$ cat src/rtl/stream_upsize_arbiter.sv
// Packet-locked round-robin arbiter feeding one upsizer input through a registered slice.
// Each beat is tagged with its source index, and a per-grant beat limit forces end-of-packet.
module stream_upsize_arbiter #(
  parameter int T_DATA_WIDTH = 1,
  parameter int N_SRC        = 4,
  parameter int MAX_BEATS    = 16,
  parameter int ID_W         = (N_SRC > 1) ? $clog2(N_SRC) : 1
) (
  input  logic                          clk,
  input  logic                          rst_n,
  input  logic [N_SRC*T_DATA_WIDTH-1:0] s_data_i,
  input  logic [N_SRC-1:0]              s_last_i,
  input  logic [N_SRC-1:0]              s_valid_i,
  output logic [N_SRC-1:0]              s_ready_o,
  output logic [T_DATA_WIDTH-1:0]       m_data_o,
  output logic                          m_last_o,
  output logic                          m_valid_o,
  input  logic                          m_ready_i,
  output logic [ID_W-1:0]               m_id_o,
  output logic                          m_trunc_o,
  output logic [N_SRC-1:0]              grant_o
);
  localparam int CW = $clog2(MAX_BEATS + 1);
  localparam logic [CW-1:0] CNT_LAST = CW'(MAX_BEATS - 1);

  typedef enum logic {IDLE, BUSY} state_t;

  state_t                  state, state_nxt;
  logic [ID_W-1:0]         rr_ptr, rr_nxt, g_idx, g_nxt, pick;
  logic                    pick_vld;
  logic [CW-1:0]           beat_cnt, cnt_nxt;
  logic [N_SRC-1:0]        grant_nxt;
  logic                    slot_free, accept, g_last, forced, acc_last;
  logic [T_DATA_WIDTH-1:0] g_data;

  // Scan downward so the lowest offset from rr_ptr is the one that sticks.
  always_comb begin
    logic [ID_W:0] sum;
    sum      = '0;
    pick     = '0;
    pick_vld = 1'b0;
    for (int i = N_SRC - 1; i >= 0; i--) begin
      sum = {1'b0, rr_ptr} + (ID_W+1)'(i);
      if (sum >= (ID_W+1)'(N_SRC)) sum = sum - (ID_W+1)'(N_SRC);
      if (s_valid_i[sum[ID_W-1:0]]) begin
        pick     = sum[ID_W-1:0];
        pick_vld = 1'b1;
      end
    end
  end

  always_comb begin
    g_data = '0;
    for (int k = 0; k < N_SRC; k++)
      if (g_idx == ID_W'(k)) g_data = s_data_i[k*T_DATA_WIDTH +: T_DATA_WIDTH];
  end

  assign slot_free = !m_valid_o || m_ready_i;
  assign s_ready_o = (state == BUSY && slot_free) ? grant_o : '0;
  assign accept    = |(s_valid_i & s_ready_o);
  assign g_last    = |(s_last_i & grant_o);
  assign forced    = (beat_cnt == CNT_LAST) && !g_last;
  assign acc_last  = g_last || forced;

  always_comb begin
    state_nxt = state;
    grant_nxt = grant_o;
    g_nxt     = g_idx;
    rr_nxt    = rr_ptr;
    cnt_nxt   = beat_cnt;
    case (state)
      IDLE: if (pick_vld) begin
        state_nxt = BUSY;
        grant_nxt = {{(N_SRC-1){1'b0}}, 1'b1} << pick;
        g_nxt     = pick;
        cnt_nxt   = '0;
      end
      BUSY: if (accept) begin
        cnt_nxt = beat_cnt + 1'b1;
        if (acc_last) begin
          state_nxt = IDLE;
          grant_nxt = '0;
          rr_nxt    = (g_idx == ID_W'(N_SRC - 1)) ? '0 : g_idx + 1'b1;
        end
      end
      default: state_nxt = IDLE;
    endcase
  end

  always_ff @(posedge clk or posedge rst_n) begin
    if (rst_n) begin
      state    <= IDLE;
      grant_o  <= '0;
      g_idx    <= '0;
      rr_ptr   <= '0;
      beat_cnt <= '0;
    end else begin
      state    <= state_nxt;
      grant_o  <= grant_nxt;
      g_idx    <= g_nxt;
      rr_ptr   <= rr_nxt;
      beat_cnt <= cnt_nxt;
    end
  end

  // Output slice: loading on the consume cycle keeps one beat per clock.
  always_ff @(posedge clk or posedge rst_n) begin
    if (rst_n) begin
      m_valid_o <= 1'b0;
      m_data_o  <= '0;
      m_last_o  <= 1'b0;
      m_trunc_o <= 1'b0;
      m_id_o    <= '0;
    end else if (accept) begin
      m_valid_o <= 1'b1;
      m_data_o  <= g_data;
      m_last_o  <= acc_last;
      m_trunc_o <= forced;
      m_id_o    <= g_idx;
    end else if (m_ready_i) begin
      m_valid_o <= 1'b0;
    end
  end
endmodule

$ cat config.mk
export PLATFORM = sky130hd
export DESIGN_NAME = stream_upsize_arbiter
export DESIGN_NICKNAME = d
export VERILOG_FILES = /design/src/rtl/stream_upsize_arbiter.sv
export SDC_FILE = /design/constraint.sdc
export NUM_CORES = 1
export LEC_CHECK = 0
export ABC_AREA = 0
export ABC_CLOCK_PERIOD_IN_PS = 1900
export CAP_MARGIN = 20
export CORE_MARGIN = 3
export CORE_UTILIZATION = 48
export DETAILED_ROUTE_END_ITERATION = 8
export HOLD_SLACK_MARGIN = 0.05
export PLACE_DENSITY_LB_ADDON = 0.12
export SLEW_MARGIN = 20
export SYNTH_ARGS = -nofsm -noshare
export SYNTH_HDL_FRONTEND = slang
export SYNTH_SLANG_ARGS = --single-unit
$ cat constraint.sdc
create_clock -name clk -period 1.9 [get_ports clk]
set_clock_uncertainty 0.1 [all_clocks]
set_input_delay 0.57 -clock clk [delete_from_list [all_inputs] [get_ports clk]]
set_output_delay 0.57 -clock clk [all_outputs]
set_load 0.01 [all_outputs]
==> report_table.html, run 1 <==
<table>
<tr><th>Metric</th><th>Value</th></tr>
<tr><th colspan="2">Routing</th></tr>
<tr><td>Initial DRT Pass Iterations</td><td>4</td></tr>
<tr><td>Overall via count from detail_route</td><td>between 1k and 1.5k</td></tr>
<tr><td>DR DRC count</td><td>0</td></tr>
<tr><td>Detailed Route WL</td><td>3000 um</td></tr>
<tr><td>Count of nets left with antenna violations after detail routing</td><td>0</td></tr>
<tr><td>Routed wirelength normalized by instance count</td><td>15.5 um</td></tr>
<tr><td>1st-iter DRT viols</td><td>26</td></tr>
<tr><td>Via density per instance</td><td>5.46</td></tr>
<tr><th colspan="2">STA</th></tr>
<tr><td>Top achievable clock speed</td><td>517 MHz</td></tr>
<tr><td>Tightest Pin Transition</td><td>0.398 ns</td></tr>
<tr><td>Slew Limit Fails</td><td>0</td></tr>
<tr><td>Tightest slew margin relative to the limit</td><td>about three quarters</td></tr>
<tr><td>Smallest setup slack after layout</td><td>-0.0343 ns</td></tr>
<tr><td>Endpoints failing setup</td><td>4</td></tr>
<tr><td>Unrepaired setup endpoints after global routing</td><td>true</td></tr>
<tr><td>Final-report hold violation count</td><td>0</td></tr>
<tr><td>Ratio of final minimum period to clock period</td><td>102%</td></tr>
<tr><td>Fin Setup TNS</td><td>-0.111 ns</td></tr>
<tr><td>Final critical delay including setup and external delays</td><td>1.93 ns</td></tr>
<tr><th colspan="2">Power and ir drop</th></tr>
<tr><td>Total power density per cell area</td><td>480 nW/um^2</td></tr>
<tr><td>Sum of internal, switching and leakage power</td><td>around 0.00085 W</td></tr>
<tr><td>IR drop worst, VDD</td><td>445 uV</td></tr>
<tr><td>Static leakage</td><td>0.920 nW</td></tr>
<tr><th colspan="2">Final layout</th></tr>
<tr><td>Final cell count without fillers</td><td>~190</td></tr>
<tr><td>Most common cell after layout, fill and taps aside</td><td>sky130_fd_sc_hd__buf_4</td></tr>
<tr><td>Fraction of layout cells with a size suffix above 1</td><td>33.3%</td></tr>
<tr><td>Cell area after layout</td><td>1780 um^2</td></tr>
<tr><td>Growth of design area from synthesis to finish</td><td>55.8%</td></tr>
<tr><td>Util after Layout</td><td>79.6%</td></tr>
<tr><td>Top library cells by usage in the layout, fill and taps aside</td><td>24 x sky130_fd_sc_hd__buf_4, 20 x sky130_fd_sc_hd__dfrtp_1, 11 x sky130_fd_sc_hd__nand2_1, 10 x sky130_fd_sc_hd__inv_1</td></tr>
<tr><td>Number of inserted diodes</td><td>0</td></tr>
<tr><td>Total Nets Final</td><td>approximately 190</td></tr>
<tr><th colspan="2">Setup path</th></tr>
<tr><td>Crit Path Class</td><td>flip-flop to primary output</td></tr>
<tr><td>Required time reported for the critical path endpoint</td><td>1.23 ns</td></tr>
<tr><td>Capturing element type of the critical path</td><td>primary output</td></tr>
<tr><td>Data arrival time of the critical path</td><td>1.26 ns</td></tr>
<tr><td>Largest fanout on the critical path</td><td>6</td></tr>
<tr><td>Kind of start point of the critical path</td><td>flip-flop</td></tr>
<tr><td>R2R Setup Slk</td><td>0.03 ns</td></tr>
<tr><th colspan="2">Synth</th></tr>
<tr><td>Summed instance area of the synthesized netlist</td><td>1140 um^2</td></tr>
<tr><td>Register bit count reported by yosys</td><td>20</td></tr>
<tr><td>Average cell area after synthesis</td><td>10.5 um^2</td></tr>
<tr><td>Mapped Cells</td><td>109</td></tr>
<tr><td>Number of distinct standard cells referenced by the synthesized netlist</td><td>31</td></tr>
<tr><td>Synthesized netlist net count</td><td>130</td></tr>
<tr><td>Fraction of synthesis flops using an asynchronous set or reset pin</td><td>100%</td></tr>
<tr><td>EDFF count, synth</td><td>0</td></tr>
<tr><td>Post-synthesis sequential area ratio</td><td>43.9%</td></tr>
<tr><td>Primary FF master, synth</td><td>sky130_fd_sc_hd__dfrtp_1</td></tr>
<tr><td>Number of synthesis warnings</td><td>0</td></tr>
<tr><th colspan="2">Global route</th></tr>
<tr><td>Antenna violations before repair</td><td>0</td></tr>
<tr><td>Pin count of the biggest net entering global routing</td><td>21</td></tr>
<tr><td>Via count of the first global-routing pass</td><td>965</td></tr>
<tr><td>Global-route wire length before repair</td><td>4420 um</td></tr>
<tr><td>Remaining global-route overflow</td><td>0</td></tr>
<tr><td>Total GRT Usage</td><td>between 20% and 30%</td></tr>
<tr><th colspan="2">Placed design</th></tr>
<tr><td>RD Place Congestion</td><td>0.839</td></tr>
<tr><td>Cell Area, Placed</td><td>1560 um^2</td></tr>
<tr><td>Total of buffers placed on input and output ports</td><td>28</td></tr>
<tr><td>Post-DP HPWL</td><td>2030 um</td></tr>
<tr><td>Post-Place Cells</td><td>179</td></tr>
<tr><th colspan="2">Run status</th></tr>
<tr><td>Result of the run</td><td>complete, but fails checks</td></tr>
<tr><td>Failing checks</td><td>negative setup slack</td></tr>
<tr><th colspan="2">Run</th></tr>
<tr><td># Max-Cap Violations</td><td>0</td></tr>
<tr><th colspan="2">Floorplanning</th></tr>
<tr><td>Chip Height</td><td>54.8 um</td></tr>
<tr><td>Horizontal die dimension</td><td>54.8 um</td></tr>
<tr><td>I/O pin total</td><td>29</td></tr>
<tr><td>Starting density of the core</td><td>51.1%</td></tr>
<tr><td>Placeable core region</td><td>2230 um^2</td></tr>
<tr><td>Die area</td><td>3000 um^2</td></tr>
<tr><td>FP Rows</td><td>17</td></tr>
<tr><th colspan="2">CTS</th></tr>
<tr><td>Clock root buffer master</td><td>sky130_fd_sc_hd__clkbuf_4</td></tr>
<tr><td>Number of CTS-inserted buffers</td><td>3</td></tr>
<tr><td>Buffer levels on the longest clock path</td><td>2</td></tr>
<tr><td>CTS clock-pin slew for the worst setup and hold paths</td><td>0.12 ns</td></tr>
<tr><td>Total of hold buffers inserted after clock tree synthesis</td><td>0</td></tr>
<tr><td>Clk_lat worst skew</td><td>about 0.32 ns</td></tr>
<tr><td>H-tree depth</td><td>1</td></tr>
<tr><td>Number of clock sinks seen by CTS</td><td>20</td></tr>
<tr><td>Clock tree from TritonCTS</td><td>built</td></tr>
<tr><th colspan="2">Hold path</th></tr>
<tr><td>Worst min path class</td><td>flip-flop to flip-flop</td></tr>
</table>
## cells by family after synthesis
| kind of cell | synth area share, % |
|---|---|
| xor+xnor | 0.768 |
| fa+ha+maj | 6.58 |
| flops | 43.9 |
| compound gates | 24.7 |
| buf+inv | 6.25 |
| mux | 3.51 |
| simple gates | 14.4 |
## worst paths after layout
check,end,cells after the start,startpoint
worst max-delay path,s_ready_o[3],4,m_valid_o
worst min-delay path,m_id_o[0],2,m_id_o[0]
worst max register to register,rr_ptr[0],6,grant_o[0]
worst min register to register,m_id_o[0],2,m_id_o[0]
max in group asynchronous,grant_o[0],3,rst_n
min in group asynchronous,m_data_o,3,rst_n
## synth_stat cells (2+ instances only)
cell type | n | area, um^2
sky130_fd_sc_hd__o32ai_1 | 4 | 35.0
sky130_fd_sc_hd__dfrtp_1 | 20 | 500
sky130_fd_sc_hd__inv_1 | 10 | 37.5
sky130_fd_sc_hd__nor2_1 | 3 | 11.3
sky130_fd_sc_hd__mux2_4 | 2 | 30.0
sky130_fd_sc_hd__buf_6 | 3 | 33.8
sky130_fd_sc_hd__nand2_1 | 11 | 41.3
sky130_fd_sc_hd__a22oi_1 | 2 | 15.0
sky130_fd_sc_hd__nor3b_1 | 2 | 15.0
sky130_fd_sc_hd__a21oi_1 | 6 | 30.0
sky130_fd_sc_hd__o21ai_0 | 11 | 55.1
sky130_fd_sc_hd__nand2b_1 | 2 | 12.5
sky130_fd_sc_hd__nand3_1 | 6 | 30.0
sky130_fd_sc_hd__ha_1 | 6 | 75.1
sky130_fd_sc_hd__and3_1 | 5 | 31.3
## flip-flops by register name, indices dropped and copies added, names as in the netlist
signal / cells
rr_ptr: 2
state: 1
beat_cnt: 5
grant_o: 4
m_trunc_o: 1
m_valid_o: 1
g_idx: 2
m_last_o: 1
m_data_o: 1
m_id_o: 2
## cell type report
type                       count  area [um^2]
tap                           28         35.0
clock inverter                 1         30.0
fill                         135          455
timing repair buffer          55          523
inverter                      10         37.5
sequential                    20          500
clock buffer                   3         22.5
multi-input combinational     76          629
## what timing repair did
item,4_1_cts,5_1_grt
gates resized for setup,34,19
pin swaps,3,6
buffers inserted,6,6
cloned,0,0
setup endpoints to repair,20,21
## through the flow
stage | setup slack, ns | hold WS (ns)
2_1_floorplan | 0.211 | 0.368
3_3_place_gp | -0.770 | 0.364
3_5_place_dp | -0.808 | 0.364
4_1_cts | -0.000520 | 0.400
5_1_grt | -0.0785 | 0.414
6_report | -0.0343 | 0.390
## report_power, final
part           switching, W  internal, W
sequential                0     0.000426
clock              0.000145     0.000214
combinational     0.0000320    0.0000373
## per-layer routing
layer | routed length [um] | up-vias | GRT usage (%)
li1 | - | 512 | -
met1 | 1290 | 498 | 27.3
met2 | 1500 | 36 | 33.5
met3 | 156 | 7 | 3.54
met4 | 44 | 0 | 8.30
met5 | 0 | - | 0
## critical path, cell delays in order (launching register included)
cell and delay, ns:
sky130_fd_sc_hd__dfrtp_1 0.41, sky130_fd_sc_hd__buf_4 0.15, sky130_fd_sc_hd__nand2b_4 0.10, sky130_fd_sc_hd__and3_4 0.19, sky130_fd_sc_hd__buf_6 0.10
No activity file was read; power rests on OpenSTA's default activity.
==> run 2: changes to the inputs <==
Settings changed: TNS_END_PERCENT set to 100.
==> results of run 2 <==
Final layout, timing and power as in run 1 (identical DEF).
